===== src/rtl/alu_issue_unit.sv =====
// Issue front-end for the combinational ALU: latches one request, lets the ALU settle for
// AluLatency cycles, captures result/flags into a held response and owns the flags register.
module alu_issue_unit #(
    parameter int unsigned L           = 16,
    parameter int unsigned P           = 0,
    parameter int unsigned AluLatency  = 1,
    parameter logic [15:0] OpCountInit = 16'h0000  // reset value of the completion counter
) (
    input  logic         Clock,
    input  logic         ResetN,
    input  logic         ReqValid,
    output logic         ReqReady,
    input  logic [P:0]   ReqOp,
    input  logic [L-1:0] ReqB,
    input  logic [L-1:0] ReqC,
    input  logic         ReqClrFlags,
    output logic         RspValid,
    input  logic         RspReady,
    output logic [L-1:0] RspRes,
    output logic [L-1:0] RspFlags,
    output logic [P:0]   AluOperation,
    output logic [L-1:0] AluB,
    output logic [L-1:0] AluC,
    output logic [L-1:0] AluFlagsIn,
    input  logic [L-1:0] AluRes,
    input  logic [L-1:0] AluFlagsOut,
    output logic [L-1:0] Flags,
    output logic [15:0]  OpCount
);

    typedef enum logic [1:0] {StIdle, StExec, StDone} state_e;

    state_e       state_q, state_d;
    logic [P:0]   op_q, op_d;
    logic [L-1:0] b_q, b_d, c_q, c_d, fin_q, fin_d;
    logic [L-1:0] res_q, res_d, rflags_q, rflags_d, flags_q, flags_d;
    logic [3:0]   cnt_q, cnt_d;
    logic [15:0]  count_q, count_d;
    logic         rsp_valid_q, rsp_valid_d;
    logic         load;

    always_comb begin
        state_d     = state_q;
        op_d        = op_q;
        b_d         = b_q;
        c_d         = c_q;
        fin_d       = fin_q;
        res_d       = res_q;
        rflags_d    = rflags_q;
        flags_d     = flags_q;
        cnt_d       = cnt_q;
        count_d     = count_q;
        rsp_valid_d = rsp_valid_q;
        ReqReady    = 1'b0;
        load        = 1'b0;

        unique case (state_q)
            StIdle: begin
                ReqReady = 1'b1;
                if (ReqValid) begin
                    load    = 1'b1;
                    state_d = StExec;
                end
            end
            StExec: begin
                if (cnt_q == 4'd0) begin
                    res_d       = AluRes;
                    rflags_d    = AluFlagsOut;
                    flags_d     = AluFlagsOut;
                    rsp_valid_d = 1'b1;
                    state_d     = StDone;
                end else begin
                    cnt_d = cnt_q - 4'd1;
                end
            end
            StDone: begin
                // A new request may only enter on the edge that frees the response slot.
                ReqReady = RspReady;
                if (RspReady) begin
                    rsp_valid_d = 1'b0;
                    count_d     = count_q + 16'd1;
                    if (ReqValid) begin
                        load    = 1'b1;
                        state_d = StExec;
                    end else begin
                        state_d = StIdle;
                    end
                end
            end
            default: state_d = StIdle;
        endcase

        if (load) begin
            op_d  = ReqOp;
            b_d   = ReqB;
            c_d   = ReqC;
            fin_d = ReqClrFlags ? '0 : flags_q;
            cnt_d = 4'(AluLatency - 1);
        end
    end

    always_ff @(posedge Clock or negedge ResetN) begin
        if (!ResetN) begin
            state_q     <= StIdle;
            op_q        <= '0;
            b_q         <= '0;
            c_q         <= '0;
            fin_q       <= '0;
            res_q       <= '0;
            rflags_q    <= '0;
            flags_q     <= '0;
            cnt_q       <= '0;
            count_q     <= OpCountInit;
            rsp_valid_q <= 1'b0;
        end else begin
            state_q     <= state_d;
            op_q        <= op_d;
            b_q         <= b_d;
            c_q         <= c_d;
            fin_q       <= fin_d;
            res_q       <= res_d;
            rflags_q    <= rflags_d;
            flags_q     <= flags_d;
            cnt_q       <= cnt_d;
            count_q     <= count_d;
            rsp_valid_q <= rsp_valid_d;
        end
    end

    assign RspValid     = rsp_valid_q;
    assign RspRes       = res_q;
    assign RspFlags     = rflags_q;
    assign AluOperation = op_q;
    assign AluB         = b_q;
    assign AluC         = c_q;
    assign AluFlagsIn   = fin_q;
    assign Flags        = flags_q;
    assign OpCount      = count_q;

endmodule


===== config.mk =====
export PLATFORM = sky130hd
export DESIGN_NAME = alu_issue_unit
export DESIGN_NICKNAME = d
export VERILOG_FILES = /design/src/rtl/alu_issue_unit.sv
export SDC_FILE = /design/constraint.sdc
export NUM_CORES = 1
export LEC_CHECK = 0
export CELL_PAD_IN_SITES_DETAIL_PLACEMENT = 0
export CELL_PAD_IN_SITES_GLOBAL_PLACEMENT = 1
export CORE_UTILIZATION = 35
export CTS_BUF_LIST = sky130_fd_sc_hd__clkbuf_4 sky130_fd_sc_hd__clkbuf_8
export CTS_CLUSTER_DIAMETER = 200
export DETAILED_ROUTE_END_ITERATION = 6
export PLACE_DENSITY_LB_ADDON = 0.2
export SLEW_MARGIN = 0
export SYNTH_ARGS = -nofsm -noshare
export SYNTH_HDL_FRONTEND = slang
export SYNTH_SLANG_ARGS = --single-unit

===== constraint.sdc =====
create_clock -name Clock -period 1.9 [get_ports Clock]
set_input_delay 0.38 -clock Clock [delete_from_list [all_inputs] [get_ports Clock]]
set_output_delay 0.38 -clock Clock [all_outputs]
set_load 0.01 [all_outputs]

* Word-level counts from Yosys, hierarchy flattened
Index checks and enable logic that the tools add are counted.
Operators by class: add/subtract/negate cells 2, equality and inequality tests 6, mux-type cells 16, reduce and logical (&&, ||, !) cells 9
Operators by type and width (number):
- adder 16 x 1 -> 16 bit, second input constant | 1
- two-way mux 16 bit | 1
- two-way mux 4 bit | 3
- inequality test 2 bit, second input constant | 4
- two-way mux 2 bit | 3
- case mux 1 bit (2 select lines) | 3
- case mux 2 bit (3 select lines) | 1
- AND reduction 2 bit | 3
- AND reduction 3 bit | 2
- two-way mux 1 bit | 5
- logical NOT 4 bit | 1
- nonzero test 2 bit | 2
- subtractor 4 x 1 -> 4 bit, second input constant | 1
- == test 2 x 1 -> 1 bit, second input constant | 1
- == test 2 bit, second input constant | 1
- logical NOT 2 bit | 1
Storage, ports and cells: flip-flop bits (word level) 104, bits of input ports 70, output and inout port bits 115, word-level logic and storage cells 43

* Longest topological paths before layout
Gate-level depths: netlist of run 1.
depth in word-level cells 5, gate-level depth with buffers 6

* Worst setup path after synthesis of run 1
No wires, ideal clock.
path type register -> register, start point register cnt_q[0], end point register cnt_q[3], data arrival time 1.441 ns, slack 0.341 ns, cell stages (with the launch flop) 7, buffers on the path 0, clock period less this slack 1.559 ns, path through dfrtp_1 > inv_1 > ha_1 > or3b_2 > nand3_1 > xor2_1 > nor2_1
On the way: cells in the longest elaborated chain, start to end 4, elaborated cells between the ends (all ways) 7, classes of those cells add/sub (1); eq/ne (1); mux (3); reduce/logical (2)
Ends and longest elaborated chain:
- from (decl) | RTL line 37 | logic [3:0] cnt_q, cnt_d;
- from (signal assigned) | RTL line 124 | cnt_q <= cnt_d;
- subtractor 4 x 1 -> 4 bit | RTL line 73 | cnt_d = cnt_q - 4'd1;
- two-way mux 4 bit | RTL line 66 | if (cnt_q == 4'd0) begin
- two-way mux 4 bit | RTL line 57 | unique case (state_q)
- two-way mux 4 bit | RTL line 93 | if (load) begin
Parallel ways exist; a longest one is shown, timed or not. The select of a mux whose other input is x is not followed. A chain may end at the register's enable or synchronous reset.

* Worst setup path in the final report of run 1
start point input port RspReady, end point output port ReqReady
On the way: cells in the longest elaborated chain, start to end 1
Ends and longest elaborated chain:
- from (decl) | RTL line 18 | input logic RspReady,
- case mux 1 bit (2 select lines) | RTL line 57
- to (decl) | RTL line 12 | output logic ReqReady,
No other way between the ends.

==> results of run 1 <==
worst max-delay path, stage by stage:
cell and delay [ns]:
clkdlybuf4s50_1 0.50, inv_2 0.04, a21oi_2 0.14, dlygate4sd2_1 0.32
registers in the layout, indices dropped and copies added, names as in the netlist:
| register | count |
|---|---|
| AluC | 16 |
| AluB | 16 |
| AluOperation | 1 |
| Flags | 16 |
| OpCount | 16 |
| cnt_q | 4 |
| AluFlagsIn | 16 |
| state_q | 2 |
| RspRes | 16 |
| RspValid | 1 |
power groups by stage:
stage / combinational [mW] / sequential (mW) / clock [mW]
floorplan: 2.44 / 4.24 / 0
finish: 5.35 / 3.85 / 1.55
global route: 5.72 / 3.98 / 1.70
detailed placement: 5.45 / 3.87 / 0
CTS: 5.44 / 3.87 / 1.61
global placement: 5.39 / 3.86 / 0
synth_stat cells (all sizes together) (4+ instances only):
library cell,number,area (sq um)
and3,5,31.3
xor2,7,61.3
mux2,82,1040
inv,5,18.8
buf,21,176
nor2,7,26.3
nand2,6,30.0
xnor2,11,96.3
dfrtp,104,2600
clkbuf,4,45.0
nand3,12,72.6
nor2b,16,100
repair_timing:
item                                    in CTS  in global routing
setup buffers                                0                  0
endpoints found under the setup margin       1                  0
endpoints found under the hold margin       25                  0
resized for setup                            1                  0
hold buffers                                 1                  0
per-stage QoR:
stage,hold WS (ns),cells,power [mW],utilization (%)
after global placement,0.326,636,9.25,52.9
after floorplan,0.0844,296,6.67,-
after detailed placement,0.329,636,9.32,52.9
after global routing,0.489,652,11.4,54.8
after CTS,0.481,652,10.9,54.8
final,0.473,652,10.8,54.8
layout make-up:
| type | instances | share of cell area [%] |
|---|---|---|
| clock buffers | 12 | 2.37 |
| inverters | 5 | 0.280 |
| clock inverters | 3 | 0.972 |
| multi-input cells | 162 | 24.1 |
| flip-flops and latches | 104 | 38.9 |
| well taps | 168 | 3.14 |
| repair buffers | 198 | 30.2 |
logic make-up (layout without fill, tap and decap cells):
logic type      Yosys count  count (layout)
flops                   104             104
mux                      82              82
simple gates             56              56
buf+inv                  30             218
xor+xnor                 18              18
compound gates            4               4
fa+ha+maj                 2               2
final timing paths:
| check | start | to | cells past startpoint |
|---|---|---|---|
| worst max register to register | cnt_q[0]$_DFFE_PN0P_ | cnt_q[2]$_DFFE_PN0P_ | 6 |
| max in group asynchronous | ResetN | state_q[1]$_DFFE_PN0P_ | 3 |
| min in group asynchronous | ResetN | Flags[8]$_DFFE_PN0P_ | 2 |
| worst max-delay path | RspReady | ReqReady | 4 |
| worst min register to register | OpCount[15]$_DFFE_PN0P_ | OpCount[15]$_DFFE_PN0P_ | 1 |
| worst min-delay path | OpCount[15]$_DFFE_PN0P_ | OpCount[15]$_DFFE_PN0P_ | 1 |
cells in the final DEF, fill, tap and decap left out, drive strengths merged, types with 2 or more instances in the layout:
master,netlist,routed
inv,5,5
dfrtp,104,104
mux2,82,82
and3,5,5
nand2,6,6
nor2b,16,16
clkdlybuf4s50,0,182
xor2,7,7
nor3,2,2
bufinv,0,2
nand3,12,12
a21oi,2,2
buf,21,14
ha,2,2
nor4,2,2
nor2,7,7
xnor2,11,11
clkbuf,4,12
metal layers:
layer | vias to the layer above | wire [um] | global-route usage [%] | share of wire (%)
met5 | - | 0 | 0 | 0
met4 | 0 | 91 | 4.42 | 0.95
met3 | 5 | 1060 | 7.59 | 11
met2 | 113 | 4420 | 23.5 | 46
met1 | 1440 | 3970 | 18.2 | 42
li1 | 1359 | - | - | -
==> run metrics, run 1 <==
critical path required time 1.52 ns; Pins Over Slew Limit 0; final hold vios 0; Die Area 13,200 sq um; pin count of the biggest net entering global routing 47; main combinational cell family by area after synthesis multiplexers; ant diodes 0; MaxCap Viol Count 0; library cells used by synthesis 33; Synth Area per Inst roughly 15 sq um; Synth Area in Compound Gates 0.617%; clk_skew 0.00915 ns; clock share of power approximately 14%; H-tree levels 3; Multi-input gate area 1620 sq um; worst reg2reg setup slack ~0.23 ns; Root Driver clkbuf_8; die height approximately 110 um; Static Leak 2.97 nW; part of the Yosys area used for sequential elements about 58%; P_int between 7 and 8 mW; fillcell total between 1,000 and 1,500; xor/xnor share of the synthesized area 3.54%; clock buffer depth 2; Row Count 40; Core ar. 12,200 sq um; clock transition at the registers of the reported paths 0.09 ns; Skew-Pair Late Insertion Delay 0.35 ns; RSZ-0062 raised after global routing false; Post-Syn Area 4460 sq um; Post-synth EDFFs 0; status finished clean; pwr dens 1610 nW/um^2; total CTS buffers 9; Ports 185; layout cells sized above 1 roughly a quarter; Hold Path Class flip-flop to flip-flop; Final period util 93.3%; antenna-violating nets left 0; Sequential Power Share a little over a third; Design Area, Final 6690 sq um; TritonRoute pass-1 iters 3; Reg area 2600 sq um; first-pass GRT wire length roughly 15,000 um; gr usage total between 15 and 20%; antenna violations before repair 0; Syn Nets 368; ys flop type dfrtp_1; multiplexer share of the synthesized area 23.3%; fraction of registers with async set/reset 100%; CTS tree done; switching share of power around 30%; drt wl/cell approximately 15 um; slew margin rel. 74.5%; Setup TNS Final 0 ns; DP HPWL 6970 um; Crit Path Max Fanout 2; maximum clock rate 564 MHz; Worst EP arrival about 1.4 ns; Starting Density 36.5%; fin nets ~550; Combinational Power Share 49.8%; vias per cell 4.47; Worst Slack Setup Final 0.127 ns; post-synthesis instance total 296; grt total ovfl 0; Critical Path Sink Type output pin; switching power about 3.3 mW; width of the die 115 um; # port buffers 184; vias in the first global route 3,073; Final Critical Period 1.77 ns; Setup Viol. Count Final 0; clock sink count 104; drt first-iter violations between 90 and 100; Adder-Cell Fraction of Synth Area 0.561%; final WL about 9500 um; synthesis-stage register bit count around 100; Post-DP Area 6460 sq um; Worst setup SP type input pin; global placement routability congestion 0.695; Crit Path Class input pin to output pin; post-place setup slack -0.160 ns; yosys warns 0; maximum vdd drop 0.000670 V; DRC 0; simple-gate share of the synthesized area 8.20%; Synth-to-Final Area Change 50.1%; Worst Tran Pin Value 0.383 ns; Vias around 3,000
No activity file was read; power rests on OpenSTA's default activity.
==> run 2: changes to the inputs <==
CORE_MARGIN = 2   (was unset)
SKIP_CTS_REPAIR_TIMING = 1   (was unset)
clock period = 1.8 ns   (was 1.9 ns; I/O delays follow)
==> run 2 against run 1 <==
Against the previous run:
- critical path depth is 3 lower
- hold slack lost 0.42 ns
- final area is 0.43% lower
- sequential power rose by 6.0%
- final cell count up 0.77%
- worst setup slack got worse by 0.038 ns
- non-clock buffer count rose by 1
==> run metrics, run 2 (synthesis gave the netlist of run 1 again) <==
status finished clean; WL met2 4750 um (+7.4%); Design Area, Final 6660 sq um (-0.43%); total CTS buffers 9 (unchanged); Post-DP Area 6430 sq um (-0.43%); drt wl/cell 15.1 um (+3.0%); pin count of the biggest net entering global routing 105 (+120%); most frequent cells in the layout clkdlybuf4s50_1 (182), dfrtp_1 (103), mux2_2 (51); Worst setup SP type flip-flop; cell breakdown of the critical path clkdlybuf4s50_1; final hold vios 0 (unchanged); fin cells 657 (+0.77%); Ports 185 (unchanged); maximum vdd drop 0.000909 V (+36%); H-tree levels 3 (unchanged); Static Leak 2.95 nW (-0.49%); final WL 9900 um (+3.8%); Worst Tran Pin Value 0.564 ns (+0.181 ns); first-pass GRT wire length 15,600 um (+1.9%); critical path's slowest cell clkdlybuf4s50_1; Setup Viol. Count Final 0 (unchanged); DRC 0 (unchanged); TritonRoute pass-1 iters 5 (+2); fin nets 553 (+0.18%); ant diodes 0 (unchanged); RSZ-0062 raised after global routing false; # port buffers 184 (unchanged); vias in the first global route 3,077 (+0.13%); Synth-to-Final Area Change 49.5%; antenna-violating nets left 0 (unchanged); most common cell after layout, fill and taps aside clkdlybuf4s50_1; Reg area 2600 sq um (about the same); Multi-input gate area 1630 sq um (+0.62%); Die Area 13,700 sq um (+3.5%); vias per cell 4.40 (-1.6%); WL met3 1090 um (+3.0%); Row Count 41 (+2.5%); Pins Over Slew Limit 0 (unchanged); Worst EP arrival 1.35 ns (-0.04 ns); final core occ 53.2% (-1.6 points); slew margin rel. 62.4% (-12 points); Starting Density 35.6% (-0.89 points); critical path required time 1.44 ns (-0.08 ns); Final period util approximately 95%; clock transition at the registers of the reported paths 0.09 ns (about the same); cell family with most CP delay buffers and inverters; die height 117 um (+1.7%); length of routed wiring on met1 3960 um (-0.40%); Core ar. 12,500 sq um (+2.5%); clock buffer depth 2 (unchanged); maximum clock rate 584 MHz; DP HPWL 6940 um (-0.34%); Crit Path Max Fanout 4 (+2); grt total ovfl 0 (unchanged); Root Driver clkbuf_8; layout cells sized above 1 25.8% (+0.77 points); fillcell total 1,108 (+3.0%); antenna violations before repair 0 (unchanged); Critical Path Sink Type output pin; clock sink count 104 (unchanged); Vias 2,893 (-0.82%); CTS tree done; Crit Path Class flip-flop to output pin; DP Cell Count 639 (+0.47%); Final Critical Period 1.71 ns; gr usage total 15.0% (about the same); MaxCap Viol Count 0 (unchanged); pwr dens 1690 nW/um^2 (+5.0%); Skew-Pair Late Insertion Delay 0.37 ns (+0.02 ns); width of the die 117 um (+1.7%); global placement routability congestion 0.703 (+1.1%); Hold Path Class input pin to asynchronous set/reset pin; Setup TNS Final 0 ns (unchanged); highest metal used met4; CP max stage delay 0.56 ns (+0.06 ns); clk_skew 0.00820 ns (-0.000953 ns); drt first-iter violations 116 (+20%); CP Buf/Inv Count 1 (-2)
-- run 2: worst reg2reg max path, cell delays in order, from the launching register on --
cell and delay [ns]:
dfrtp_1 0.38, inv_1 0.09, ha_2 0.22, or3b_2 0.51, nand3_1 0.12, xor2_1 0.16, nor2_1 0.06
-- run 2: path summary, 6_finish.rpt --
kind | slack [ns] | startpoint | to | cells after the start
max | 0.09 | OpCount[4]$_DFFE_PN0P_ | OpCount[4] | 1
min | 0.05 | ResetN | Flags[11]$_DFFE_PN0P_ | 2
max reg2reg | 0.15 | cnt_q[0]$_DFFE_PN0P_ | cnt_q[2]$_DFFE_PN0P_ | 6
min reg2reg | 0.48 | OpCount[15]$_DFFE_PN0P_ | OpCount[15]$_DFFE_PN0P_ | 1
max in group asynchronous | 1.33 | ResetN | AluC[3]$_DFFE_PN0N_ | 2
min in group Clock | 0.48 | OpCount[15]$_DFFE_PN0P_ | OpCount[15]$_DFFE_PN0P_ | 1
-- run 2: through the flow --
step	hold WS [ns]	worst slack [ns]	power, mW
global route	0.0698	0.00284	12.0
global placement	0.462	-0.236	9.76
CTS	0.0643	-0.259	11.4
finish	0.0514	0.0890	11.2
detailed placement	0.465	-0.249	9.84
floorplan	0.0644	0.241	7.05
-- run 2: routing by layer --
layer | vias to the layer above | GRT usage [%]
met5 | - | 0
met3 | 9 | 8.19
li1 | 1361 | -
met1 | 1411 | 17.7
met2 | 112 | 24.1
met4 | 0 | 4.00
-- run 2: cell type report --
cell class                      instances  share of cell area [%]
Multi-Input combinational cell        162                    24.4
Inverter                                5                   0.282
Clock buffer                           12                    2.29
Clock inverter                          3                   0.638
Sequential cell                       104                    39.1
Timing Repair Buffer                  199                    30.1
Tap cell                              172                    3.23
-- run 2: power breakdown --
part           internal (mW)  leakage (nW)  switching [mW]
registers               3.38          1.26           0.698
logic                   3.68          1.59            2.02
clock network          0.704        0.0993           0.764
